==> config.mk <==
export PLATFORM = sky130hd
export DESIGN_NAME = norm_lzc_pipe
export DESIGN_NICKNAME = d
export VERILOG_FILES = /design/src/rtl/norm_lzc_pipe.sv
export SDC_FILE = /design/constraint.sdc
export NUM_CORES = 1
export LEC_CHECK = 0
export CAP_MARGIN = 20
export CORE_MARGIN = 1
export CORE_UTILIZATION = 30
export DETAILED_ROUTE_END_ITERATION = 10
export SYNTH_ARGS = -nofsm -noshare
export SYNTH_HDL_FRONTEND = slang
export SYNTH_SLANG_ARGS = --single-unit
==> constraint.sdc <==
create_clock -name clk -period 7.7 [get_ports clk]
set_input_delay 1.54 -clock clk [delete_from_list [all_inputs] [get_ports clk]]
set_output_delay 1.54 -clock clk [all_outputs]
set_load 0.005 [all_outputs]
==> src/rtl/norm_lzc_pipe.sv <==
// Two-stage leading-zero counter and normaliser with exponent-limited (gradual underflow) shift.
// Latency: an operand captured on one edge is presented on the outputs after the next edge.
// Backpressure: each stage holds one entry; in_ready = !s1_vld | s1_adv, combinational from out_ready only.
module norm_lzc_pipe #(
    parameter  int MANT_W  = 24,
    parameter  int EXP_W   = 8,
    parameter  int GROUP_W = 4,
    localparam int SH_W    = $clog2(MANT_W + 1)
) (
    input  logic              clk,
    input  logic              rst_n,
    input  logic              in_valid,
    output logic              in_ready,
    input  logic [MANT_W-1:0] in_mant,
    input  logic [EXP_W-1:0]  in_exp,
    output logic              out_valid,
    input  logic              out_ready,
    output logic [MANT_W-1:0] out_mant,
    output logic [EXP_W-1:0]  out_exp,
    output logic [SH_W-1:0]   out_shift,
    output logic              out_zero,
    output logic              out_denorm
);

    localparam int NG = MANT_W / GROUP_W;
    localparam int LW = $clog2(GROUP_W + 1);
    localparam int CW = (EXP_W > SH_W) ? EXP_W : SH_W;

    logic s1_vld;
    logic s1_adv;
    logic s2_adv;

    assign s2_adv   = !out_valid || out_ready;
    assign s1_adv   = !s1_vld || s2_adv;
    assign in_ready = s1_adv;

    // Group zero flags and local counts; index 0 is the most significant group.
    logic [NG-1:0]          zf_c;
    logic [NG-1:0][LW-1:0]  loc_c;
    logic [GROUP_W-1:0]     grp;

    always_comb begin
        zf_c  = '0;
        loc_c = '0;
        grp   = '0;
        for (int g = 0; g < NG; g++) begin
            grp      = in_mant[MANT_W-1-g*GROUP_W -: GROUP_W];
            zf_c[g]  = ~|grp;
            loc_c[g] = LW'(GROUP_W);
            for (int b = 0; b < GROUP_W; b++) begin
                if (grp[b]) loc_c[g] = LW'(GROUP_W - 1 - b);
            end
        end
    end

    logic [MANT_W-1:0]      s1_mant;
    logic [EXP_W-1:0]       s1_exp;
    logic [NG-1:0]          s1_zf;
    logic [NG-1:0][LW-1:0]  s1_loc;

    always_ff @(posedge clk or negedge rst_n) begin
        if (!rst_n) begin
            s1_vld  <= 1'b0;
            s1_mant <= '0;
            s1_exp  <= '0;
            s1_zf   <= '0;
            s1_loc  <= '0;
        end else if (s1_adv) begin
            s1_vld <= in_valid;
            if (in_valid) begin
                s1_mant <= in_mant;
                s1_exp  <= in_exp;
                s1_zf   <= zf_c;
                s1_loc  <= loc_c;
            end
        end
    end

    logic [SH_W-1:0] lzc;
    logic            found;

    always_comb begin
        lzc   = SH_W'(MANT_W);
        found = 1'b0;
        for (int g = 0; g < NG; g++) begin
            if (!found && !s1_zf[g]) begin
                lzc   = SH_W'(g * GROUP_W) + SH_W'(s1_loc[g]);
                found = 1'b1;
            end
        end
    end

    logic [CW-1:0]     lzc_x;
    logic [CW-1:0]     exp_x;
    logic [SH_W-1:0]   sh_c;
    logic [EXP_W-1:0]  exp_c;
    logic [MANT_W-1:0] mant_c;
    logic              zero_c;
    logic              dn_c;

    assign lzc_x = CW'(lzc);
    assign exp_x = CW'(s1_exp);

    // A zero mantissa shifted by MANT_W stays zero, so one shifter serves every case.
    always_comb begin
        sh_c   = '0;
        exp_c  = '0;
        zero_c = 1'b0;
        dn_c   = 1'b0;
        if (!found) begin
            sh_c   = SH_W'(MANT_W);
            zero_c = 1'b1;
        end else if (lzc_x < exp_x) begin
            sh_c  = lzc;
            exp_c = s1_exp - EXP_W'(lzc_x);
        end else if (s1_exp != '0) begin
            sh_c = SH_W'(exp_x - CW'(1));
            dn_c = 1'b1;
        end else begin
            dn_c = 1'b1;
        end
        mant_c = s1_mant << sh_c;
    end

    always_ff @(posedge clk or negedge rst_n) begin
        if (!rst_n) begin
            out_valid  <= 1'b0;
            out_mant   <= '0;
            out_exp    <= '0;
            out_shift  <= '0;
            out_zero   <= 1'b0;
            out_denorm <= 1'b0;
        end else if (s2_adv) begin
            out_valid <= s1_vld;
            if (s1_vld) begin
                out_mant   <= mant_c;
                out_exp    <= exp_c;
                out_shift  <= sh_c;
                out_zero   <= zero_c;
                out_denorm <= dn_c;
            end
        end
    end

endmodule

After elaboration in Yosys (flattened, before gate mapping)
Cells that the tools add are included.
{ "word_totals": {"reg_bits": 97, "in_bits": 36, "output_inout_bits": 41, "elab_cells": 102} }
{ "classes": {"n_addsub": 7, "order_cmp": 1, "n_shift": 1, "mux": 44, "n_reduce_logical": 33} }
{ "op_table": {"columns": ["cell", "count"], "rows": [
  ["$mux 3", 24],
  ["$mux 5", 9],
  ["$reduce_or 4->1", 6],
  ["$shl 24x5->24", 1],
  ["$logic_not 1->1", 17],
  ["$mux 8", 2],
  ["$add 4x3->5 const A", 2],
  ["$add 5x3->5 const A", 2],
  ["$mux 1", 9],
  ["$lt 5x8->1", 1],
  ["$reduce_bool 8->1", 1],
  ["$sub 8x5->8", 1],
  ["$logic_and 1x1->1", 5],
  ["$sub 5x1->5 const B", 1],
  ["$add 3x3->4 const A", 1],
  ["$reduce_and 2->1", 2],
  ["$logic_or 1x1->1", 2]
]} }

Longest topological paths before layout
{ "depth": {"depth_word": 19, "mapped_depth": 19, "ltp_nobuf": 15} }

Least setup slack after synthesis
OpenSTA, ideal clock, no wires.
{ "synth_timing": {"path_kind": "register -> register", "from": "register s1_zf[3]", "to": "register out_mant[23]", "setup_ns": 0.129, "arrival_ns": 3.848, "required_ns": 7.571, "setup_slack_ns": 3.724, "stages_incl_launch_ff": 19, "path_buffers": 3, "period_less_slack_ns": 3.976, "cell_sequence": "dfrtp_1 buf_2 nand2_1 nor3_4 a32o_1 or2_2 ha_1 fa_1 nor2b_4 o31a_1 o21a_1 buf_6 clkbuf_1 a21oi_1 a211oi_1 mux2i_1 mux2_4 nor2b_4 a2111o_1"} }
{ "synth_via": {"elab_chain_cells": 13, "word_cells_on_any_way": 16, "classes_between": "1 x order compare; 1 x shift; 8 x mux; 6 x reduce/logical"} }
{ "synth_rtl": {"columns": ["element", "line_no", "text"], "rows": [
  ["start, declared", "58", "logic [NG-1:0] s1_zf;"],
  ["start signal, assigned", "73", "s1_zf <= zf_c;"],
  ["$logic_not 1->1 (*)", "86", "if (!found && !s1_zf[g]) begin"],
  ["$logic_and 1x1->1 (*)", "86", null],
  ["$mux 1", "86", null],
  ["$logic_not 1->1", "86", null],
  ["$logic_and 1x1->1", "86", null],
  ["$mux 1", "86", null],
  ["$logic_not 1->1", "86", null],
  ["$logic_and 1x1->1", "86", null],
  ["$mux 5", "86", null],
  ["$lt 5x8->1", "113", "end else if (lzc_x < exp_x) begin"],
  ["$mux 5", "113", null],
  ["$mux 5 (*)", "110", "if (!found) begin"],
  ["$shl 24x5->24 (*)", "122", "mant_c = s1_mant << sh_c;"],
  ["end signal, assigned", "136", "out_mant <= mant_c;"],
  ["end, declared", "18", "output logic [MANT_W-1:0] out_mant,"]
]} }
Every way passes the cells marked *; elsewhere a longest branch is shown, timed or not.
A chain may end at the register's enable or synchronous reset.

Final worst setup path
{ "layout_timing": {"from": "register s1_zf[0]", "to": "register out_mant[22]"} }
{ "layout_via": {"elab_chain_cells": 18, "word_cells_on_any_way": 25, "classes_between": "1 x order compare; 1 x shift; 14 x mux; 9 x reduce/logical"} }
{ "layout_rtl": {"columns": ["element", "line_no"], "rows": [
  ["$mux 1 or $logic_and 1x1->1 (tied branches)", "86"],
  ["$mux 1", "86"],
  ["$logic_not 1->1", "86"],
  ["$logic_and 1x1->1", "86"],
  ["$mux 1", "86"],
  ["$logic_not 1->1", "86"],
  ["$logic_and 1x1->1", "86"],
  ["$mux 1", "86"],
  ["[... 2 more ...]", null],
  ["$mux 1", "86"],
  ["$logic_not 1->1", "86"],
  ["$logic_and 1x1->1", "86"],
  ["$mux 5", "86"],
  ["$lt 5x8->1", "113"],
  ["$mux 5", "113"],
  ["$mux 5 (*)", "110"],
  ["$shl 24x5->24 (*)", "122"]
]} }
Marks and branches as above.

==> flow_summary.toml <==
[outcome]
status = "finished clean"

[synth]
async_flop_share = 1.00
syn-num-nets = 688
yosysMostFrequentCell = "nand2_1"
synth_top_area_cell = "dfrtp_1"
synth_area_um2 = 5780
synth.ff_latch_count = 97
yosysTopAreaCellShare = 0.420
synthFlopType = "dfrtp_1"
synth-seq-area-share = 0.420
synthTopCellsByCount = "nand2_1, dfrtp_1, o21ai_0"
ys_types = 63
synthTopCellsByArea = "dfrtp_1, nand2_1, mux2i_1"
yosys_warnings = 0
synth-edff-count = 0
syn_avg_cell_area_um2 = 8.98
synthCells = 644

[floorplanning]
die_h_um = 141
dieArea_um2 = 19800
row_count = 50
ios = 77
die_width_um = 141
core_area_um2 = 18800
initial_core_util = 0.307

[detailed_routing]
drt_iter0_markers = 450
viasPerCell = 5.13
wl_mm = 16.0
wire_per_inst_um = 16.5
routed-via-count = 4964
drc = 0
drtAntennaViolNets = 0
dr.pass1.iters = 5

[power]
vdd_drop_max_mv = 0.128
p_total_mw = 1.91
leakage_nw = 3.17
power.density_nw_per_um2 = 271

[setup_path]
crit_type = "reg -> reg"
critPathArrivalTime_ns = 5.33
cp-end-kind = "flop"
critPathRequiredTime_ns = 7.93
start_kind = "flop"
critPathMaxFanout = 36

[global_routing]
grt_max_degree = 62
antenna_found_initial = 0
grt_overflow = 0
grt_pass1_vias = 4751
grt_pass1_wl_mm = 26.0
grt_use_total = 0.169

[sta]
fin_crit_sh = 0.662
timing.fmax_ghz = 0.196
relSlewSlack = 0.399
skew_ns = 0.00779
timing.setup.tns_ns = 0
tightest_slew_ns = 0.901
finalHoldViolations = 0
rsz0062_at_grt = "no"
finalSetupViolations = 0
min_period_ns = 5.10
slew_viol_final = 0

[final_layout]
fillers = 1934
num_antenna_cells = 0
drive_above_1_share = 0.0636
final_cells = 967
postLayoutCoreUtil = 0.374
nets = 746
area_delta_synth_final_pct = 21.9

[clocking]
cts.sinks = 97
cts_tree = "yes"
htree_levels = 3
cts_setup_buffers = 0
numCtsBuffers = 9
cts_resized = 0
clkTransAtPathRegs_ns = 0.07
clock_tree.buffer_depth = 2
cts_root_buffer = "clkbuf_16"
cts_hold_buf = 0
clk_latency_ns = 0.35

[placed_design]
io_buffers = 76
dp.cells = 951
dpl.hpwl_mm = 11.8
place.gp.congestion = 0.884

[hold_path]
hold_class = "reg -> reg"

[run]
max_cap_viol_count = 0
## flip-flops by register name, indices dropped and copies added, names as in the netlist, 5 cells and up
name	cells
s1_zf	6
exp_x	8
out_shift	5
s1_loc	18
out_exp	8
out_mant	24
s1_mant	24
## cell families (layout without fill, tap and decap cells)
group | count (synthesis) | count (layout) | share of synthesized area
buffers and inverters | 55 | 118 | 0.0459
flip-flops | 97 | 97 | 0.420
XOR/XNOR | 5 | 5 | 0.00757
adder cells (fa/ha/maj) | 8 | 8 | 0.0186
AND/OR/NAND/NOR | 259 | 259 | 0.209
multiplexers | 47 | 47 | 0.0831
AO/OA/AOI/OAI | 173 | 173 | 0.217
## critical path: stages (launching register included)
cell     delay (ns)
dfrtp_1        0.54
nand3_4        0.20
o32ai_4        0.46
nand2_2        0.30
fa_1           0.54
nor2b_4        0.13
o31a_1         0.21
o21a_1         0.15
buf_4          0.33
o21ai_0        0.29
a21oi_2        0.75
mux2i_1        0.37
a21oi_1        0.11
a22o_1         0.23
or3_1          0.35
## path summary, 6_finish.rpt
check / slack [ns] / start / end / cells after the start
min in group asynchronous: 1.18 / rst_n / out_shift[4] / 1
worst max register to register: 2.60 / s1_zf[0] / out_mant[22] / 14
worst min register to register: 0.48 / out_exp[6] / out_exp[6] / 2
worst max-delay path: 2.60 / s1_zf[0] / out_mant[22] / 14
worst min-delay path: 0.48 / out_exp[6] / out_exp[6] / 2
max in group asynchronous: 5.41 / rst_n / s1_mant[15] / 2
## cell usage in the layout, fill, tap and decap left out, drive strengths merged, types with 12 or more instances in the layout
master	Yosys	routed
nand2	148	148
clkdlybuf4s50	0	75
clkbuf	16	12
and3	12	12
a21oi	29	29
nand2b	12	12
dfrtp	97	97
nor2	35	35
and2	12	12
mux2i	42	42
o21ai	47	47
nand3	16	16
inv	21	21
a211oi	15	15
## metal layers
| layer | part of all wire | GRT usage |
|---|---|---|
| met1 | 0.51 | 0.246 |
| met2 | 0.42 | 0.248 |
| met3 | 0.063 | 0.0363 |
| met4 | 0.014 | 0.0532 |
| met5 | 0 | 0 |
## final cells by class
type	count	area, um2	area share
Timing Repair Buffer	81	796	0.113
Sequential cell	97	2430	0.344
Tap cell	260	325	0.0461
Clock buffer	12	256	0.0364
Multi-Input combinational cell	492	3090	0.439
Clock inverter	4	75.1	0.0106
Inverter	21	78.8	0.0112
## report_power, final
group	switching [mW]	total, mW	leakage, nW	internal, mW
combinational	0.354	0.708	1.78	0.354
sequential	0.0872	0.709	1.23	0.621
clock	0.189	0.491	0.155	0.302
total	0.630	1.91	3.17	1.28
## per-stage QoR
step                instance area [um2]  worst slack (ns)  hold WS (ns)
finish                             7050              2.60         0.475
global route                       7050              2.13         0.495
CTS                                7050              2.59         0.484
detailed placement                 6720              2.62         0.470
global placement                   6720              2.76         0.463
floorplan                          5780              3.72         0.441
No activity file was read; power rests on OpenSTA's default activity.
